## src/rtl/phase_seq_pkg.sv

```systemverilog
// Shared types and defaults for the phase-driven fetch/execute sequencer.
// Holds the sequencer state encoding and the default debounce length.
package phase_seq_pkg;

    typedef enum logic [1:0] {
        HALT       = 2'd0,
        RUN        = 2'd1,
        STEP_FETCH = 2'd2,
        STEP_EXEC  = 2'd3
    } state_e;

    localparam int DEBOUNCE_CYCLES_DEF = 1000;

endpackage

```

## src/rtl/debounce.sv

```systemverilog
// Button debouncer: 2-flop synchronizer, then a level filter that only
// accepts a new level after it has been stable for CYCLES clocks.
module debounce
    import phase_seq_pkg::*;
#(
    parameter int CYCLES = DEBOUNCE_CYCLES_DEF
) (
    input  logic clk_i,
    input  logic rst_ni,
    input  logic btn_i,
    output logic level_o
);

    localparam int CW = $clog2(CYCLES + 1);

    logic [1:0]    sync_q;
    logic          level_q;
    logic [CW-1:0] cnt_q;

    always_ff @(posedge clk_i or negedge rst_ni) begin
        if (!rst_ni) begin
            sync_q  <= 2'b00;
            level_q <= 1'b0;
            cnt_q   <= '0;
        end else begin
            sync_q <= {sync_q[0], btn_i};
            // any sample matching the accepted level restarts the count
            if (sync_q[1] == level_q) begin
                cnt_q <= '0;
            end else if (cnt_q == CW'(CYCLES - 1)) begin
                level_q <= sync_q[1];
                cnt_q   <= '0;
            end else begin
                cnt_q <= cnt_q + CW'(1);
            end
        end
    end

    assign level_o = level_q;

endmodule

```

## src/rtl/phase_sequencer.sv

```systemverilog
// Turns two divider phases into fetch/execute strobes, gated by a
// run/halt/single-step controller with debounced front-panel buttons.
module phase_sequencer
    import phase_seq_pkg::*;
#(
    parameter int DEBOUNCE_CYCLES = DEBOUNCE_CYCLES_DEF,
    parameter int COUNT_W         = 32
) (
    input  logic               clk_in,
    input  logic               rst_n,
    input  logic               phase_a,
    input  logic               phase_b,
    input  logic               run_btn,
    input  logic               step_btn,
    input  logic               halt_req,
    output logic               fetch_en,
    output logic               exec_en,
    output logic               halted,
    output logic [COUNT_W-1:0] cycle_count
);

    state_e state_q, state_d;
    logic [1:0] a_sync_q, b_sync_q;
    logic a_prev_q, b_prev_q;
    logic run_lvl, step_lvl, run_prev_q, step_prev_q;
    logic out_q, out_d, hp_q, hp_d;
    logic fetch_q, fetch_d, exec_q, exec_d;
    logic stop;
    logic [COUNT_W-1:0] cnt_q;

    logic fetch_ev, exec_ev, run_rise, step_rise;

    debounce #(.CYCLES(DEBOUNCE_CYCLES)) u_run_db (
        .clk_i  (clk_in),
        .rst_ni (rst_n),
        .btn_i  (run_btn),
        .level_o(run_lvl)
    );

    debounce #(.CYCLES(DEBOUNCE_CYCLES)) u_step_db (
        .clk_i  (clk_in),
        .rst_ni (rst_n),
        .btn_i  (step_btn),
        .level_o(step_lvl)
    );

    assign fetch_ev  = a_sync_q[1] & ~a_prev_q;
    assign exec_ev   = ~b_sync_q[1] & b_prev_q;
    assign run_rise  = run_lvl & ~run_prev_q;
    assign step_rise = step_lvl & ~step_prev_q;

    // out_q marks a fetch still owed its exec; hp_q a halt waiting on it
    always_comb begin
        state_d = state_q;
        out_d   = out_q;
        hp_d    = hp_q;
        fetch_d = 1'b0;
        exec_d  = 1'b0;
        stop    = 1'b0;
        unique case (state_q)
            HALT: begin
                out_d = 1'b0;
                hp_d  = 1'b0;
                if (run_rise)       state_d = RUN;
                else if (step_rise) state_d = STEP_FETCH;
            end
            RUN: begin
                stop = hp_q | run_rise | halt_req;
                if (exec_ev && out_q) begin
                    exec_d = 1'b1;
                    out_d  = 1'b0;
                end
                if (fetch_ev && !stop) begin
                    fetch_d = 1'b1;
                    out_d   = 1'b1;
                end
                hp_d = stop;
                if (stop && !out_d) begin
                    state_d = HALT;
                    hp_d    = 1'b0;
                end
            end
            STEP_FETCH: begin
                if (fetch_ev) begin
                    fetch_d = 1'b1;
                    state_d = STEP_EXEC;
                end
            end
            STEP_EXEC: begin
                if (exec_ev) begin
                    exec_d  = 1'b1;
                    state_d = HALT;
                end
            end
            default: state_d = HALT;
        endcase
    end

    always_ff @(posedge clk_in or negedge rst_n) begin
        if (!rst_n) begin
            state_q     <= HALT;
            a_sync_q    <= 2'b00;
            b_sync_q    <= 2'b00;
            a_prev_q    <= 1'b0;
            b_prev_q    <= 1'b0;
            run_prev_q  <= 1'b0;
            step_prev_q <= 1'b0;
            out_q       <= 1'b0;
            hp_q        <= 1'b0;
            fetch_q     <= 1'b0;
            exec_q      <= 1'b0;
            cnt_q       <= '0;
        end else begin
            state_q     <= state_d;
            a_sync_q    <= {a_sync_q[0], phase_a};
            b_sync_q    <= {b_sync_q[0], phase_b};
            a_prev_q    <= a_sync_q[1];
            b_prev_q    <= b_sync_q[1];
            run_prev_q  <= run_lvl;
            step_prev_q <= step_lvl;
            out_q       <= out_d;
            hp_q        <= hp_d;
            fetch_q     <= fetch_d;
            exec_q      <= exec_d;
            if (exec_d) cnt_q <= cnt_q + COUNT_W'(1);
        end
    end

    assign fetch_en    = fetch_q;
    assign exec_en     = exec_q;
    assign halted      = (state_q == HALT);
    assign cycle_count = cnt_q;

endmodule

```

## config.mk

```make
export PLATFORM = sky130hd
export DESIGN_NAME = phase_sequencer
export DESIGN_NICKNAME = d
export VERILOG_FILES = /design/src/rtl/phase_seq_pkg.sv /design/src/rtl/debounce.sv /design/src/rtl/phase_sequencer.sv
export SDC_FILE = /design/constraint.sdc
export NUM_CORES = 1
export LEC_CHECK = 0
export BUFFER_PORTS_ARGS = -buffer_cell sky130_fd_sc_hd__buf_4
export CORE_MARGIN = 2
export CORE_UTILIZATION = 55
export DETAILED_ROUTE_END_ITERATION = 8
export HOLD_SLACK_MARGIN = 0.15
export PLACE_DENSITY = 0.77
export SYNTH_ARGS = -nofsm -noshare
export SYNTH_HDL_FRONTEND = slang
export SYNTH_SLANG_ARGS = --single-unit
```

## constraint.sdc

```tcl
create_clock -name clk_in -period 2.55 [get_ports clk_in]
set_input_delay 0.1275 -clock clk_in [delete_from_list [all_inputs] [get_ports clk_in]]
set_output_delay 0.1275 -clock clk_in [all_outputs]
set_load 0.01 [all_outputs]
```

==> results of run 1 <==
stage by stage:
step | utilization [%] | worst slack, ns | power (W)
after global routing | 69.8 | 0.354 | 0.00271
after CTS | 69.8 | 0.488 | 0.00260
after floorplan | - | 0.661 | 0.00152
after detailed placement | 65.0 | 0.489 | 0.00167
after global placement | 65.0 | 0.580 | 0.00165
final | 69.8 | 0.492 | 0.00258
power by group:
part	leakage (nW)	switching, W	internal, W	total, W
sequential	0.969	0.0000584	0.00121	0.00126
combinational	0.733	0.000212	0.000184	0.000395
clock	0.101	0.000415	0.000501	0.000917
total	1.80	0.000686	0.00189	0.00258
layout make-up:
| type | count | area share, % |
|---|---|---|
| tap | 72 | 2.33 |
| inverter | 8 | 0.776 |
| clock inverter | 5 | 1.42 |
| clock buffer | 11 | 3.91 |
| timing repair buffer | 49 | 9.90 |
| sequential | 72 | 46.6 |
| multi-input combinational | 198 | 35.1 |
synthesized netlist by cell type, drive strengths merged, types with 3 or more instances:
cell type  number  area share [%]
nand2          26             3.1
nor2b           3            0.59
nor2           27             3.2
nor3            6             1.1
inv             8            0.94
nand4          14             2.7
or4             4             1.1
ha              8             3.1
mux2            4             1.4
nand3          17             2.7
nand4b          4             1.1
xnor2          38              10
o21ai           3            0.47
and3           11             2.2
xor2           11             3.0
nor4            4             1.5
dfrtp          72              57
routing by layer:
| metal | vias up | global-route usage, % | wire length, microns |
|---|---|---|---|
| li1 | 1082 | - | - |
| met5 | - | 0 | 0 |
| met1 | 1089 | 30.1 | 2890 |
| met4 | 0 | 8.31 | 83 |
| met3 | 11 | 6.85 | 252 |
| met2 | 44 | 26.8 | 2580 |
what timing repair did:
action | in CTS | in global routing
buffers inserted | 0 | 0
hold endpoints to repair | 77 | 0
hold buffers | 6 | 0
worst min path at each step:
stage                     cells after the start             endpoint                 from
final                                         0  u_step_db.sync_q[1]  u_step_db.sync_q[0]
after global routing                          0          a_sync_q[1]          a_sync_q[0]
after CTS                                     0   u_run_db.sync_q[1]   u_run_db.sync_q[0]
after detailed placement                      1  u_step_db.sync_q[0]             step_btn
after global placement                        1  u_step_db.sync_q[0]             step_btn
after floorplan                               0             a_prev_q                rst_n
logic make-up (layout without fill, tap and decap cells):
group,count (synthesis),count (layout)
buffers and inverters,9,73
muxes,5,5
adders and majority gates,8,8
DFF,72,72
AOI/OAI and AO/OA,11,11
xor gates and xnor gates,49,49
and+or+nand+nor,125,125
sequential cells by signal (all words and copies together), names as in the netlist, 2 cells and up:
signal and cells:
state_q 2, a_sync_q 2, u_run_db.cnt_q 10, u_step_db.sync_q 2, cycle_count 32, b_sync_q 2, u_step_db.cnt_q 10, u_run_db.sync_q 2
==> reports/summary.txt, run 1 <==
Run status -> finished, final reports clean
Final nets -> 353
Syn avg cell area -> 11.4 sq um
Placed cell areas -> 0.00360 sq mm
CP peak stage delay -> 0.61 ns
Fillers -> 429
WHS -> 0.346 ns
Sequential area share after synthesis -> 56.5%
Post-synthesis simple-gate area fraction -> 21.7%
Largest net degree at the start of global routing -> 73
Vias -> 2226
First-pass GRT wire length -> 9800 microns
Initial Util -> 57.5%
Top FF cell, synth -> dfrtp_1
Final Cycle Share -> 80.7%
Synth warnings -> 0
Number of H-tree levels -> 3
Worst Reg-to-Reg Cells -> 6
Row count -> 27
Area of the core -> 0.00554 sq mm
Final hold vios -> 0
Worst Setup Path Type -> reg -> reg
Crit Path Max Fanout -> 6
Grt total ovfl -> 0
Crit. Startpoint -> state_q[1]
Via count of the first global-routing pass -> 2096
Setup TNS -> 0 ns
Total die area -> 0.00642 sq mm
Worst-path clk slew -> 0.08 ns
RSZ-0062 raised after global routing -> false
Synth Area in XOR/XNOR -> 13.5%
Antenna Cells -> 0
TritonRoute pass-1 iters -> 4
Crit. End Element -> flip-flop
Post-Synth Adder-Cell Area -> 3.14%
DRC viols -> 0
Post-Layout Inst Area -> 0.00387 sq mm
FMAX -> 0.486 GHz
Placed cells -> 393
Synthesized Nets -> 294
Crit path cell chain -> inv_1 -> ha_1 -> a21oi_2 -> or4_4 -> nor4_4 -> xor2_1
Worst-margin pin slew -> 0.859 ns
Final Max Slew Viols -> 0
WP depth -> 6
Crit start category -> flip-flop
Total length of routed wires -> 5810 microns
Die X -> 80.1 microns
Multi-input gate area -> 0.00136 sq mm
Post-Syn Instances -> 279
Post-DR vias/cell -> 5.36
Asr flop ratio synth -> 100%
Largest family of logic cells by synthesized area -> simple AND/OR/NAND/NOR gates
Slowest stage cell on the critical path -> or4_4
Hold/Removal Path Class -> reg -> reg
Root buf cell -> clkbuf_8
HPWL after DPL -> 3930 microns
Routed length per instance -> 14.0 microns
GRT Total Usage -> 20.2%
Pwr per Cell Area -> 666 mW/mm^2
Commonest cells after routing, fill and taps aside -> dfrtp_1, buf_4, xnor2_1
IO Count -> 42
Max-Cap Viols -> 0
Non-filler cells, final -> 415
Layout Skew -> 0.00889 ns
Setup slack, reg-to-reg -> 0.49 ns
Number of port buffers -> 41
Sinks on Clock Net -> 72
Chip Height -> 80.1 microns
DRT iter0 DRCs -> 122
CTS Buf Count -> 9
EDFF count, synth -> 0
WP data arrival -> 2.33 ns
Period minus WS final -> 2.06 ns
Post-synthesis compound-gate area fraction -> 2.39%
Endpoint of the worst-slack reg-to-reg timing path -> cycle_count[29]
Post-DRT Antenna Nets -> 0
Leakage -> 1.80 nW
Worst path top cell family by delay -> simple AND/OR/NAND/NOR gates
GP Congestion -> 0.794
Fraction of final layout cells with drive strength greater than 1 -> 20.4%
Critical path required time -> 2.82 ns
Synth Cell Area -> 0.00319 sq mm
Mux contribution to synthesized area -> 1.73%
Yosys cell types -> 36
Clk_lat worst skew -> 0.34 ns
CTS tree -> built
Clk buf depth -> 2
Commonest non-fill, non-tap cell in the layout -> dfrtp_1
Initial antenna violation count -> 0
Count of state elements after synthesis -> 72
Post-CTS Resized -> 0
Finish-stage setup viols -> 0
VDD IR max -> 441 uV
Area grow syn2layout -> 21.4%
CP Capture Point -> cycle_count[29]
Reg-to-Reg Start -> state_q[1]
Max_slew headroom -> 42.8%
Sequential cell area -> 0.00180 sq mm
CP bufs+invs -> 1
Power figures use the tool's default switching activity.
==> run 2: changes to the inputs <==
clock period = 2.1 ns   (was 2.55 ns; I/O delays follow)
==> reports/summary.txt, run 2 (synthesized netlist as in run 1, its figures left out) <==
DRT iter0 DRCs -> 104 (-15%)
Max FFs per register -> 32 (unchanged)
CP Capture Point -> cycle_count[29]
Sinks on Clock Net -> 72 (unchanged)
Setup slack, reg-to-reg -> 0.15 ns (-0.34 ns)
Leakage -> 1.80 nW (about the same)
Finish-stage setup viols -> 0 (unchanged)
Worst-margin pin slew -> 0.866 ns (+0.00699 ns)
IO Count -> 42 (unchanged)
Worst Setup Path Type -> reg -> reg
Worst path top cell family by delay -> simple AND/OR/NAND/NOR gates
DP Worst Slack -> 0.0876 ns (-0.402 ns)
Root buf cell -> clkbuf_8
HPWL after DPL -> 3960 microns (+0.91%)
Final hold vios -> 0 (unchanged)
Area grow syn2layout -> 21.1%
Net switching power -> 0.000801 W (+17%)
Initial Util -> 57.5% (unchanged)
CP bufs+invs -> 1 (unchanged)
Switching portion of total power -> 26.8% (+0.22 points)
Clk_lat worst skew -> 0.34 ns (about the same)
Final nets -> 356 (+0.85%)
Fraction of final layout cells with drive strength greater than 1 -> 20.9% (+0.46 points)
Commonest non-fill, non-tap cell in the layout -> dfrtp_1
Slowest stage cell on the critical path -> or4_4
CTS Buf Count -> 9 (unchanged)
Setup repair bufs after CTS -> 0 (unchanged)
Clk buf depth -> 2 (unchanged)
FMAX -> 0.512 GHz (+5.4%)
Fillers -> 449 (+4.7%)
WP data arrival -> 2.21 ns (-0.12 ns)
Internal Power -> 0.00219 W (+16%)
Final Max Slew Viols -> 0 (unchanged)
Crit. Startpoint -> state_q[1]
TritonRoute pass-1 iters -> 4 (unchanged)
Die X -> 80.1 microns (unchanged)
Max_slew headroom -> 42.3% (-0.47 points)
Number of H-tree levels -> 3 (unchanged)
Seq pwr share -> 51.4% (+2.3 points)
Period minus WS final -> 1.95 ns (-0.106 ns)
VDD IR max -> 489 uV (+11%)
Post-DRT Antenna Nets -> 0 (unchanged)
Total design power -> 0.00299 W (+16%)
First-pass GRT wire length -> 9860 microns (+0.63%)
Run status -> finished, final reports clean
Logic pwr share -> 16.4% (+1.1 points)
Endpoint of the worst-slack reg-to-reg timing path -> cycle_count[29]
Hold/Removal Path Class -> reg -> reg
Routed length per instance -> 13.8 microns (-1.4%)
Initial antenna violation count -> 0 (unchanged)
Setup TNS -> 0 ns (unchanged)
Post-DR vias/cell -> 5.38 (+0.37%)
DRC viols -> 0 (unchanged)
Crit Path Max Fanout -> 6 (unchanged)
Largest net degree at the start of global routing -> 73 (unchanged)
Crit start category -> flip-flop
Worst-path clk slew -> 0.07 ns (about the same)
Layout Skew -> 0.00883 ns (-0.0000596 ns)
GP Congestion -> 0.817 (+3.0%)
WHS -> 0.348 ns (+0.00142 ns)
Reg-to-Reg Start -> state_q[1]
Chip Height -> 80.1 microns (unchanged)
Worst Reg-to-Reg Cells -> 6 (unchanged)
Total die area -> 0.00642 sq mm (unchanged)
CTS tree -> built
Via count of the first global-routing pass -> 2158 (+3.0%)
Pwr per Cell Area -> 774 mW/mm^2 (+16%)
GRT Total Usage -> 20.1% (-0.024 points)
Number of port buffers -> 41 (unchanged)
Final Cycle Share -> 93.0% (+12 points)
Area of the core -> 0.00554 sq mm (unchanged)
Crit. End Element -> flip-flop
Commonest cells after routing, fill and taps aside -> dfrtp_1, buf_4, xnor2_1
Grt total ovfl -> 0 (unchanged)
WP depth -> 6 (unchanged)
Slack of the critical path -> 0.148 ns (-0.344 ns)
Antenna Cells -> 0 (unchanged)
Vias -> 2245 (+0.85%)
Critical path required time -> 2.36 ns (-0.46 ns)
Row count -> 27 (unchanged)
Clk pwr share -> 32.2% (-3.4 points)
Crit path cell chain -> inv_1 -> ha_2 -> a21oi_2 -> or4_4 -> nor4_4 -> xor2_1
CP peak stage delay -> 0.58 ns (-0.03 ns)
Max-Cap Viols -> 0 (unchanged)
Total length of routed wires -> 5760 microns (-0.90%)
RSZ-0062 raised after global routing -> false
-- run 2: changes by cell type in the layout (fill, tap and decap cells not counted), sizes merged --
cell and delta:
bufinv -1, buf +3, clkbuf +1, clkinvlp -1
-- run 2: final cells by class --
class	count	area, sq um	share of cell area, %
Timing Repair Buffer	52	405	10.5
Tap cell	72	90.1	2.33
Clock inverter	3	17.5	0.454
Multi-Input combinational cell	198	1360	35.2
Clock buffer	12	155	4.02
Sequential cell	72	1800	46.7
Inverter	8	30.0	0.778
-- run 2: worst reg2reg max path: stages (launching register included) --
cell and delay [ns]:
dfrtp_1 0.40, inv_1 0.12, ha_2 0.25, a21oi_2 0.08, or4_4 0.58, nor4_4 0.28
xor2_1 0.18
-- run 2: worst min path at each step --
stage	from	endpoint	slack, ns	depth (start not counted)
2_1_floorplan	rst_n	a_prev_q	-0.19	0
3_3_place_gp	step_btn	u_step_db.sync_q[0]	0.21	1
3_5_place_dp	phase_a	a_sync_q[0]	0.22	1
4_1_cts	a_sync_q[0]	a_sync_q[1]	0.35	0
5_1_grt	u_run_db.sync_q[0]	u_run_db.sync_q[1]	0.35	0
6_report	a_sync_q[0]	a_sync_q[1]	0.35	0
-- run 2: power groups by stage --
stage               clock network, W  logic [W]  registers, W
floorplan                          0   0.000279       0.00157
global placement                   0   0.000468       0.00156
detailed placement                 0   0.000479       0.00157
CTS                         0.000995   0.000493       0.00154
global route                 0.00105   0.000552       0.00155
finish                      0.000960   0.000490       0.00154
-- run 2: per-stage QoR --
step / cell area, sq um / utilization (%) / cells
floorplan: 3190 / - / 279
global placement: 3620 / 65.4 / 396
detailed placement: 3620 / 65.4 / 396
CTS: 3860 / 69.6 / 417
global route: 3860 / 69.7 / 417
finish: 3860 / 69.7 / 417
-- run 2: per-layer routing --
layer	track usage (%)	vias to the layer above	wire length, microns
li1	-	1083	-
met4	8.81	0	99
met3	4.61	10	272
met5	0	-	0
met2	29.5	53	2620
met1	28.9	1099	2770
-- run 2: what timing repair did --
action	4_1_cts	5_1_grt
setup endpoints to repair	0	2
hold endpoints to repair	77	0
hold buffers	6	0
gates resized for setup	0	1
